`src/rtl/mesh_seq_ctrl.sv`:
```
// mesh_seq_ctrl: per-job sequencer for the weight-stationary PE mesh
// (weight config stream, x-vector feed, accumulate sweep, store, done).
module mesh_seq_ctrl #(
    parameter int DW    = 8,
    parameter int ROWS  = 4,
    parameter int COLS  = 4,
    parameter int ROW_W = 2,
    parameter int COL_W = 2
) (
    input  logic                   clk,
    input  logic                   rst_n,
    input  logic                   start,
    input  logic                   reuse_w,
    output logic                   busy,
    output logic                   done,
    input  logic                   w_valid,
    output logic                   w_ready,
    input  logic [DW-1:0]          w_data,
    input  logic                   x_valid,
    output logic                   x_ready,
    input  logic [COLS*DW-1:0]     x_data,
    output logic                   cfg_valid,
    output logic [ROW_W+COL_W-1:0] cfg_addr,
    output logic [DW-1:0]          cfg_data,
    output logic [1:0]             global_state,
    output logic [COLS*DW-1:0]     x_vector_flat
);
    localparam logic [2:0] IDLE  = 3'd0;
    localparam logic [2:0] CFG   = 3'd1;
    localparam logic [2:0] LOAD  = 3'd2;
    localparam logic [2:0] COMP  = 3'd3;
    localparam logic [2:0] STORE = 3'd4;
    localparam logic [2:0] DONE  = 3'd5;

    logic [2:0]       state, state_nx;
    logic [ROW_W-1:0] row_cnt, xcnt;
    logic [COL_W-1:0] col_cnt, ccnt;
    logic             wvalid;
    logic             w_hs, x_hs, col_end, w_last, x_last, c_last;

    assign w_hs    = state == CFG && w_valid;
    assign x_hs    = state == LOAD && x_valid;
    assign col_end = col_cnt == COL_W'(COLS - 1);
    assign w_last  = w_hs && col_end && row_cnt == ROW_W'(ROWS - 1);
    assign x_last  = x_hs && xcnt == ROW_W'(ROWS - 1);
    assign c_last  = state == COMP && ccnt == COL_W'(COLS - 1);

    always_comb begin
        state_nx = state;
        case (state)
            IDLE:    if (start) state_nx = (reuse_w && wvalid) ? LOAD : CFG;
            CFG:     if (w_last) state_nx = LOAD;
            LOAD:    if (x_last) state_nx = COMP;
            COMP:    if (c_last) state_nx = STORE;
            STORE:   state_nx = DONE;
            default: state_nx = IDLE;
        endcase
    end

    always_ff @(posedge clk or negedge rst_n) begin
        if (!rst_n) begin
            state   <= IDLE;
            row_cnt <= '0;
            col_cnt <= '0;
            xcnt    <= '0;
            ccnt    <= '0;
            wvalid  <= 1'b0;
        end else begin
            state <= state_nx;
            if (w_hs) begin
                col_cnt <= col_end ? '0 : col_cnt + COL_W'(1);
                row_cnt <= w_last ? '0 : row_cnt + ROW_W'(col_end);
            end
            if (w_last) wvalid <= 1'b1;
            if (x_hs) xcnt <= x_last ? '0 : xcnt + ROW_W'(1);
            if (state == COMP) ccnt <= c_last ? '0 : ccnt + COL_W'(1);
        end
    end

    // Config and x outputs are gated by the handshake so the mesh never sees stale data on stalls.
    assign busy          = state != IDLE;
    assign done          = state == DONE;
    assign w_ready       = state == CFG;
    assign x_ready       = state == LOAD;
    assign cfg_valid     = w_hs;
    assign cfg_addr      = w_hs ? {row_cnt, col_cnt} : '0;
    assign cfg_data      = w_hs ? w_data : '0;
    assign x_vector_flat = x_hs ? x_data : '0;
    assign global_state  = x_hs ? 2'd1 : state == COMP ? 2'd2 : state == STORE ? 2'd3 : 2'd0;
endmodule

```
`config.mk`:
```
export PLATFORM = sky130hd
export DESIGN_NAME = mesh_seq_ctrl
export DESIGN_NICKNAME = d
export VERILOG_FILES = /design/src/rtl/mesh_seq_ctrl.sv
export SDC_FILE = /design/constraint.sdc
export NUM_CORES = 1
export LEC_CHECK = 0
export ABC_AREA = 1
export CAP_MARGIN = 20
export CELL_PAD_IN_SITES_DETAIL_PLACEMENT = 2
export CELL_PAD_IN_SITES_GLOBAL_PLACEMENT = 2
export CORE_MARGIN = 5
export CORE_UTILIZATION = 14
export DETAILED_ROUTE_END_ITERATION = 10
export GPL_TIMING_DRIVEN = 0
export HOLD_SLACK_MARGIN = 0.08
export PLACE_DENSITY = 0.81
export SLEW_MARGIN = 20
export SYNTH_ARGS = -nofsm -noshare
export SYNTH_HDL_FRONTEND = slang
export SYNTH_SLANG_ARGS = --single-unit
export TNS_END_PERCENT = 5
```
`constraint.sdc`:
```
create_clock -name clk -period 2.75 [get_ports clk]
set_clock_uncertainty 0.2 [all_clocks]
set_input_delay 0.275 -clock clk [delete_from_list [all_inputs] [get_ports clk]]
set_output_delay 0.275 -clock clk [all_outputs]
set_load 0.01 [all_outputs]
```
-- Yosys cells after proc, flatten, opt, wreduce, memory -nomap -nowiden
Index checks and enable logic that the tools add are counted.
Widths: inputs -> output; s select.
- register bits: 12
- latch bits: 0
- RAM bits: 0
- memory bits (read-only): 0
- input port bits: 46
- output and inout bits: 51
- word-level logic and storage cells: 49
- memories: 0
- $add $sub $neg: 4
- multipliers: 0
- div/mod/pow operators: 0
- magnitude comparators: 0
- equality and inequality tests: 13
- shift-type cells: 0
- multiplexer cells: 16
- bitwise logic cells: 0
- reduce and logical (&&, ||, !) cells: 10
- operator list (cell ; number):
    $mux 32 ; 1
    $mux 2 ; 8
    $pmux 3 s5 ; 1
    $mux 3 ; 4
    $eq 2x2->1 const B ; 4
    $mux 8 ; 1
    $logic_and 1x1->1 ; 7
    $add 2x1->2 const B ; 3
    $eq 3x2->1 const B ; 2
    $eq 3x3->1 const B ; 2
    $mux 4 ; 1
    $ne 2x1->1 const B ; 2
    $ne 2x2->1 const B ; 2
    $reduce_and 4->1 ; 1
    $eq 3x1->1 const B ; 1
    $logic_not 3->1 ; 1
    $reduce_bool 3->1 ; 1
    $add 2x1->2 ; 1

-- Logic depth before layout (Yosys ltp)
- depth after elaboration: 6
- gate-level depth with buffers: 9
- gate-level depth less buffers: 9

-- Least setup slack after synthesis
OpenSTA, ideal clock, no wires.
- path kind: reg2out
- from: register state[2]
- to: output port cfg_addr[1]
- arrival: 1.199 ns
- required time: 2.275 ns
- slack: 1.076 ns
- cell stages (with the launch flop): 5
- buffers on the path: 1
- cells stage by stage: dfrtp_1 nor3_4 nand2_2 clkbuf_1 nor2_1
- cells in the longest elaborated chain, start to end: 3
- RTL lines (item ; RTL line ; RTL):
    from (decl) ; 35 ; logic [2:0] state, state_nx;
    from (signal assigned) ; 69 ; state <= state_nx;
    $eq 3x1->1 ; n/a ;
    via w_ready ; 17 ; output logic w_ready,
    $logic_and 1x1->1 ; 41 ; assign w_hs = state == CFG && w_valid;
    $mux 4 ; 86 ; assign cfg_addr = w_hs ? {row_cnt, col_cnt} : '0;
    to (decl) ; 23 ; output logic [ROW_W+COL_W-1:0] cfg_addr,
The timed path passes the listed nets, and every way through them passes these cells.

-- Worst setup path in the final report
- from: register state[1]
- to: output port x_vector_flat[1]
- cells in the longest elaborated chain, start to end: 3
- RTL lines (item ; RTL line ; RTL):
    $eq 3x2->1 ; 42 ; assign x_hs = state == LOAD && x_valid;
    $logic_and 1x1->1 ; 42 ;
    $mux 32 ; 88 ; assign x_vector_flat = x_hs ? x_data : '0;
    to (decl) ; 26 ; output logic [COLS*DW-1:0] x_vector_flat
No other way between the ends.

==> impl_results.html <==
<table>
<tr><th>Metric</th><th>Value</th></tr>
<tr><th colspan="2">STA</th></tr>
<tr><td>Maximum clock frequency</td><td>408 MHz</td></tr>
<tr><td>Final setup vio count</td><td>0</td></tr>
<tr><td>Slew at the pin closest to its max-slew limit</td><td>568 ps</td></tr>
<tr><td>Number of hold-slack violations in the final timing report</td><td>0</td></tr>
<tr><td>Final sum of negative setup slack</td><td>0 ps</td></tr>
<tr><td>Final setup margin</td><td>298 ps</td></tr>
<tr><td>Final clock period utilization by the worst path</td><td>89.2%</td></tr>
<tr><td>Slew headroom</td><td>62.0%</td></tr>
<tr><td>Final period demand of the worst path</td><td>2450 ps</td></tr>
<tr><td>Number of slew-limit violations in the final report</td><td>0</td></tr>
<tr><td>RSZ-0062 raised after global routing</td><td>false</td></tr>
<tr><th colspan="2">Power</th></tr>
<tr><td>Proportion of power drawn by flip-flops and latches</td><td>21.2%</td></tr>
<tr><td>Power per cell area</td><td>743 nW/um^2</td></tr>
<tr><td>Switching power total</td><td>0.709 mW</td></tr>
<tr><td>Leakage</td><td>1.11 nW</td></tr>
<tr><td>P_int</td><td>0.918 mW</td></tr>
<tr><td>Combinational Power Share</td><td>66.8%</td></tr>
<tr><td>Overall power after layout</td><td>1.63 mW</td></tr>
<tr><td>Net switching fraction of the power</td><td>43.6%</td></tr>
<tr><td>Relative contribution of the clock network to total power</td><td>12.0%</td></tr>
<tr><td>Worst IR Drop VDD</td><td>0.275 mV</td></tr>
<tr><th colspan="2">Critical path</th></tr>
<tr><td>Maximum net fanout on the critical path</td><td>10</td></tr>
<tr><td>Category of the worst setup path launch point</td><td>flop</td></tr>
<tr><td>CP required</td><td>2280 ps</td></tr>
<tr><td>CP Capture Type</td><td>primary output</td></tr>
<tr><td>Worst endpoint data arrival time</td><td>1980 ps</td></tr>
<tr><td>Crit Path Category</td><td>reg -&gt; out</td></tr>
<tr><td>Worst setup slack for register-to-register paths</td><td>1110 ps</td></tr>
<tr><th colspan="2">Synth</th></tr>
<tr><td>Post-synthesis average cell area</td><td>5.98 um^2</td></tr>
<tr><td>Sequential element share of the synthesized area</td><td>28.5%</td></tr>
<tr><td>Yosys synthesis warning count</td><td>0</td></tr>
<tr><td>Count of different cell masters after synthesis</td><td>21</td></tr>
<tr><td>Synth Cell Area</td><td>1050 um^2</td></tr>
<tr><td>Post-synth net total</td><td>226</td></tr>
<tr><td>Gate count after technology mapping</td><td>176</td></tr>
<tr><td>Flops &amp; latches, synth</td><td>12</td></tr>
<tr><th colspan="2">Clock tree</th></tr>
<tr><td>Hold_buf cts</td><td>0</td></tr>
<tr><td>Worst skew pair latency</td><td>240 ps</td></tr>
<tr><td>Clock Sink Count</td><td>12</td></tr>
<tr><td>Number of buffers inserted to repair setup after CTS</td><td>0</td></tr>
<tr><td>Clock transition at path regs</td><td>50 ps</td></tr>
<tr><td>Post-CTS Resized</td><td>0</td></tr>
<tr><td>H-tree depth</td><td>1</td></tr>
<tr><td>TritonCTS clock tree</td><td>done</td></tr>
<tr><td>Clock buffers created by TritonCTS</td><td>3</td></tr>
<tr><td>Maximum root-to-sink buffer count</td><td>2</td></tr>
<tr><td>Clk Tree Root Cell</td><td>sky130_fd_sc_hd__clkbuf_8</td></tr>
<tr><th colspan="2">Detailed routing</th></tr>
<tr><td>Routed vias</td><td>1,399</td></tr>
<tr><td>Post-DRT Antenna Nets</td><td>0</td></tr>
<tr><td>Vias per Instance</td><td>3.74</td></tr>
<tr><td>DRC errors left</td><td>0</td></tr>
<tr><td>First DRT Iteration DRCs</td><td>17</td></tr>
<tr><td>Average wire per cell in the routed design</td><td>11.9 um</td></tr>
<tr><td>TritonRoute pass-1 iters</td><td>2</td></tr>
<tr><td>DRT Wirelength</td><td>4.47 mm</td></tr>
<tr><th colspan="2">Cells and area</th></tr>
<tr><td>Most common library cell in the layout ignoring fill and taps</td><td>sky130_fd_sc_hd__clkdlybuf4s50_1</td></tr>
<tr><td>Area Growth Syn to Fin</td><td>108%</td></tr>
<tr><td>Antenna fix cells</td><td>0</td></tr>
<tr><td>Number of fill cells</td><td>894</td></tr>
<tr><td>Commonest non-fill, non-tap cells in the layout</td><td>sky130_fd_sc_hd__clkdlybuf4s50_1 (96), sky130_fd_sc_hd__inv_1 (54), sky130_fd_sc_hd__nor2_1 (40)</td></tr>
<tr><td>Post-layout instance area</td><td>2190 um^2</td></tr>
<tr><td>Share of final-layout standard cells stronger than drive strength 1</td><td>9.09%</td></tr>
<tr><td>Sequential cell area</td><td>300 um^2</td></tr>
<tr><td>Final-stage net count</td><td>326</td></tr>
<tr><td>Area of combinational cells with multiple inputs</td><td>497 um^2</td></tr>
<tr><th colspan="2">Place</th></tr>
<tr><td>Detailed placement HPWL</td><td>4.05 mm</td></tr>
<tr><td>Placed instance area</td><td>2140 um^2</td></tr>
<tr><td>Final weighted congestion in routability-driven placement</td><td>0.705</td></tr>
<tr><td>IO Port Bufs</td><td>96</td></tr>
<tr><td>Setup slack after placement</td><td>380 ps</td></tr>
<tr><th colspan="2">Floorplan</th></tr>
<tr><td>I/O pins</td><td>97</td></tr>
<tr><td>Width of the die</td><td>96.7 um</td></tr>
<tr><td>Core footprint</td><td>7290 um^2</td></tr>
<tr><td>Rows</td><td>31</td></tr>
<tr><td>Starting Density</td><td>14.4%</td></tr>
<tr><td>Die outline area</td><td>9350 um^2</td></tr>
<tr><td>Die Y-Extent</td><td>96.7 um</td></tr>
<tr><th colspan="2">Global routing</th></tr>
<tr><td>Number of global-route vias before repair</td><td>1,556</td></tr>
<tr><td>Global-route wire length before repair</td><td>7.57 mm</td></tr>
<tr><td>Number of antenna violations at the first check in global routing</td><td>0</td></tr>
<tr><td>Global-route total usage across every layer</td><td>9.65%</td></tr>
<tr><td>Largest net degree at the start of global routing</td><td>13</td></tr>
<tr><td>Grt ovf</td><td>0</td></tr>
<tr><th colspan="2">Status</th></tr>
<tr><td>Result of the run</td><td>finished clean</td></tr>
<tr><th colspan="2">Flow run</th></tr>
<tr><td>Maxcap violations</td><td>0</td></tr>
<tr><th colspan="2">Hold path</th></tr>
<tr><td>Hold crit path type</td><td>in -&gt; async</td></tr>
</table>
-- kinds of logic (layout without fill, tap and decap cells) --
logic type	Yosys count	count (layout)	synth area share, %
AO/OA/AOI/OAI	10	10	5.47
adder cells (fa/ha/maj)	4	4	4.76
buffers and inverters	62	161	24.3
flip-flops	12	12	28.5
AND/OR/NAND/NOR	88	88	37.0
-- Yosys cell counts --
master / instances / area (um^2)
sky130_fd_sc_hd__a21oi_1: 1 / 5.00
sky130_fd_sc_hd__nand2_1: 28 / 105
sky130_fd_sc_hd__o21ai_0: 3 / 15.0
sky130_fd_sc_hd__nand2_4: 1 / 11.3
sky130_fd_sc_hd__nor3_4: 1 / 16.3
sky130_fd_sc_hd__nor2_2: 11 / 68.8
sky130_fd_sc_hd__nand2_2: 1 / 6.26
sky130_fd_sc_hd__a21o_1: 1 / 7.51
sky130_fd_sc_hd__o21ai_1: 3 / 15.0
sky130_fd_sc_hd__nor3_1: 1 / 5.00
sky130_fd_sc_hd__inv_1: 54 / 203
sky130_fd_sc_hd__inv_2: 4 / 15.0
sky130_fd_sc_hd__o211ai_1: 1 / 7.51
sky130_fd_sc_hd__o31ai_1: 1 / 7.51
sky130_fd_sc_hd__nand3_1: 4 / 20.0
sky130_fd_sc_hd__dfrtp_1: 12 / 300
sky130_fd_sc_hd__ha_1: 4 / 50.1
sky130_fd_sc_hd__buf_6: 3 / 33.8
sky130_fd_sc_hd__or2_0: 1 / 6.26
sky130_fd_sc_hd__clkbuf_1: 1 / 3.75
sky130_fd_sc_hd__nor2_1: 40 / 150
-- area by class of cell --
class                   count  area share (%)
repair buffers             96            43.9
multi-input cells         102            22.7
flip-flops and latches     12            13.7
inverters                  58            9.95
well taps                  99            5.66
clock buffers               4            2.52
plain buffers               3            1.54
-- critical path, stage by stage, from the launching register on --
cell	delay (ps)
sky130_fd_sc_hd__dfrtp_1	450
sky130_fd_sc_hd__inv_1	60
sky130_fd_sc_hd__nor2_1	130
sky130_fd_sc_hd__nand2_1	100
sky130_fd_sc_hd__inv_2	90
sky130_fd_sc_hd__nand2_4	90
sky130_fd_sc_hd__buf_6	150
sky130_fd_sc_hd__nor2_1	100
sky130_fd_sc_hd__clkdlybuf4s50_1	560
-- stage by stage --
stage | util (%) | hold slack (ps) | instances
after global routing | 30.0 | 250 | 374
after CTS | 30.1 | 216 | 375
after global placement | 29.3 | 243 | 371
final | 30.0 | 198 | 374
after detailed placement | 29.3 | 248 | 371
after floorplan | - | -221 | 176
-- power groups by stage --
stage | clock (mW) | sequential [mW] | combinational [mW]
floorplan | 0 | 0.328 | 0.585
global placement | 0 | 0.341 | 1.07
detailed placement | 0 | 0.350 | 1.12
CTS | 0.207 | 0.347 | 1.13
global route | 0.220 | 0.356 | 1.22
finish | 0.194 | 0.346 | 1.09
-- sequential cells by signal, indices dropped and copies added, names as in the netlist --
name / cells
ccnt: 2
col_cnt: 2
row_cnt: 2
state: 3
wvalid: 1
xcnt: 2
-- metal layers --
metal	share of wire, %	global-route usage [%]	vias up
met5	0	0	-
met4	0	0.972	0
met3	10	4.75	0
met2	49	17.1	69
met1	41	10.8	640
li1	-	-	690
-- final timing paths --
kind,startpoint,end,cells after the start
setup / recovery,state[1],x_vector_flat[1],8
hold / removal,rst_n,wvalid,1
setup reg to reg,col_cnt[0],state[0],6
hold reg to reg,wvalid,wvalid,1
max in group asynchronous,rst_n,col_cnt[1],1
min in group clk,wvalid,wvalid,1
Power figures use the tool's default switching activity.
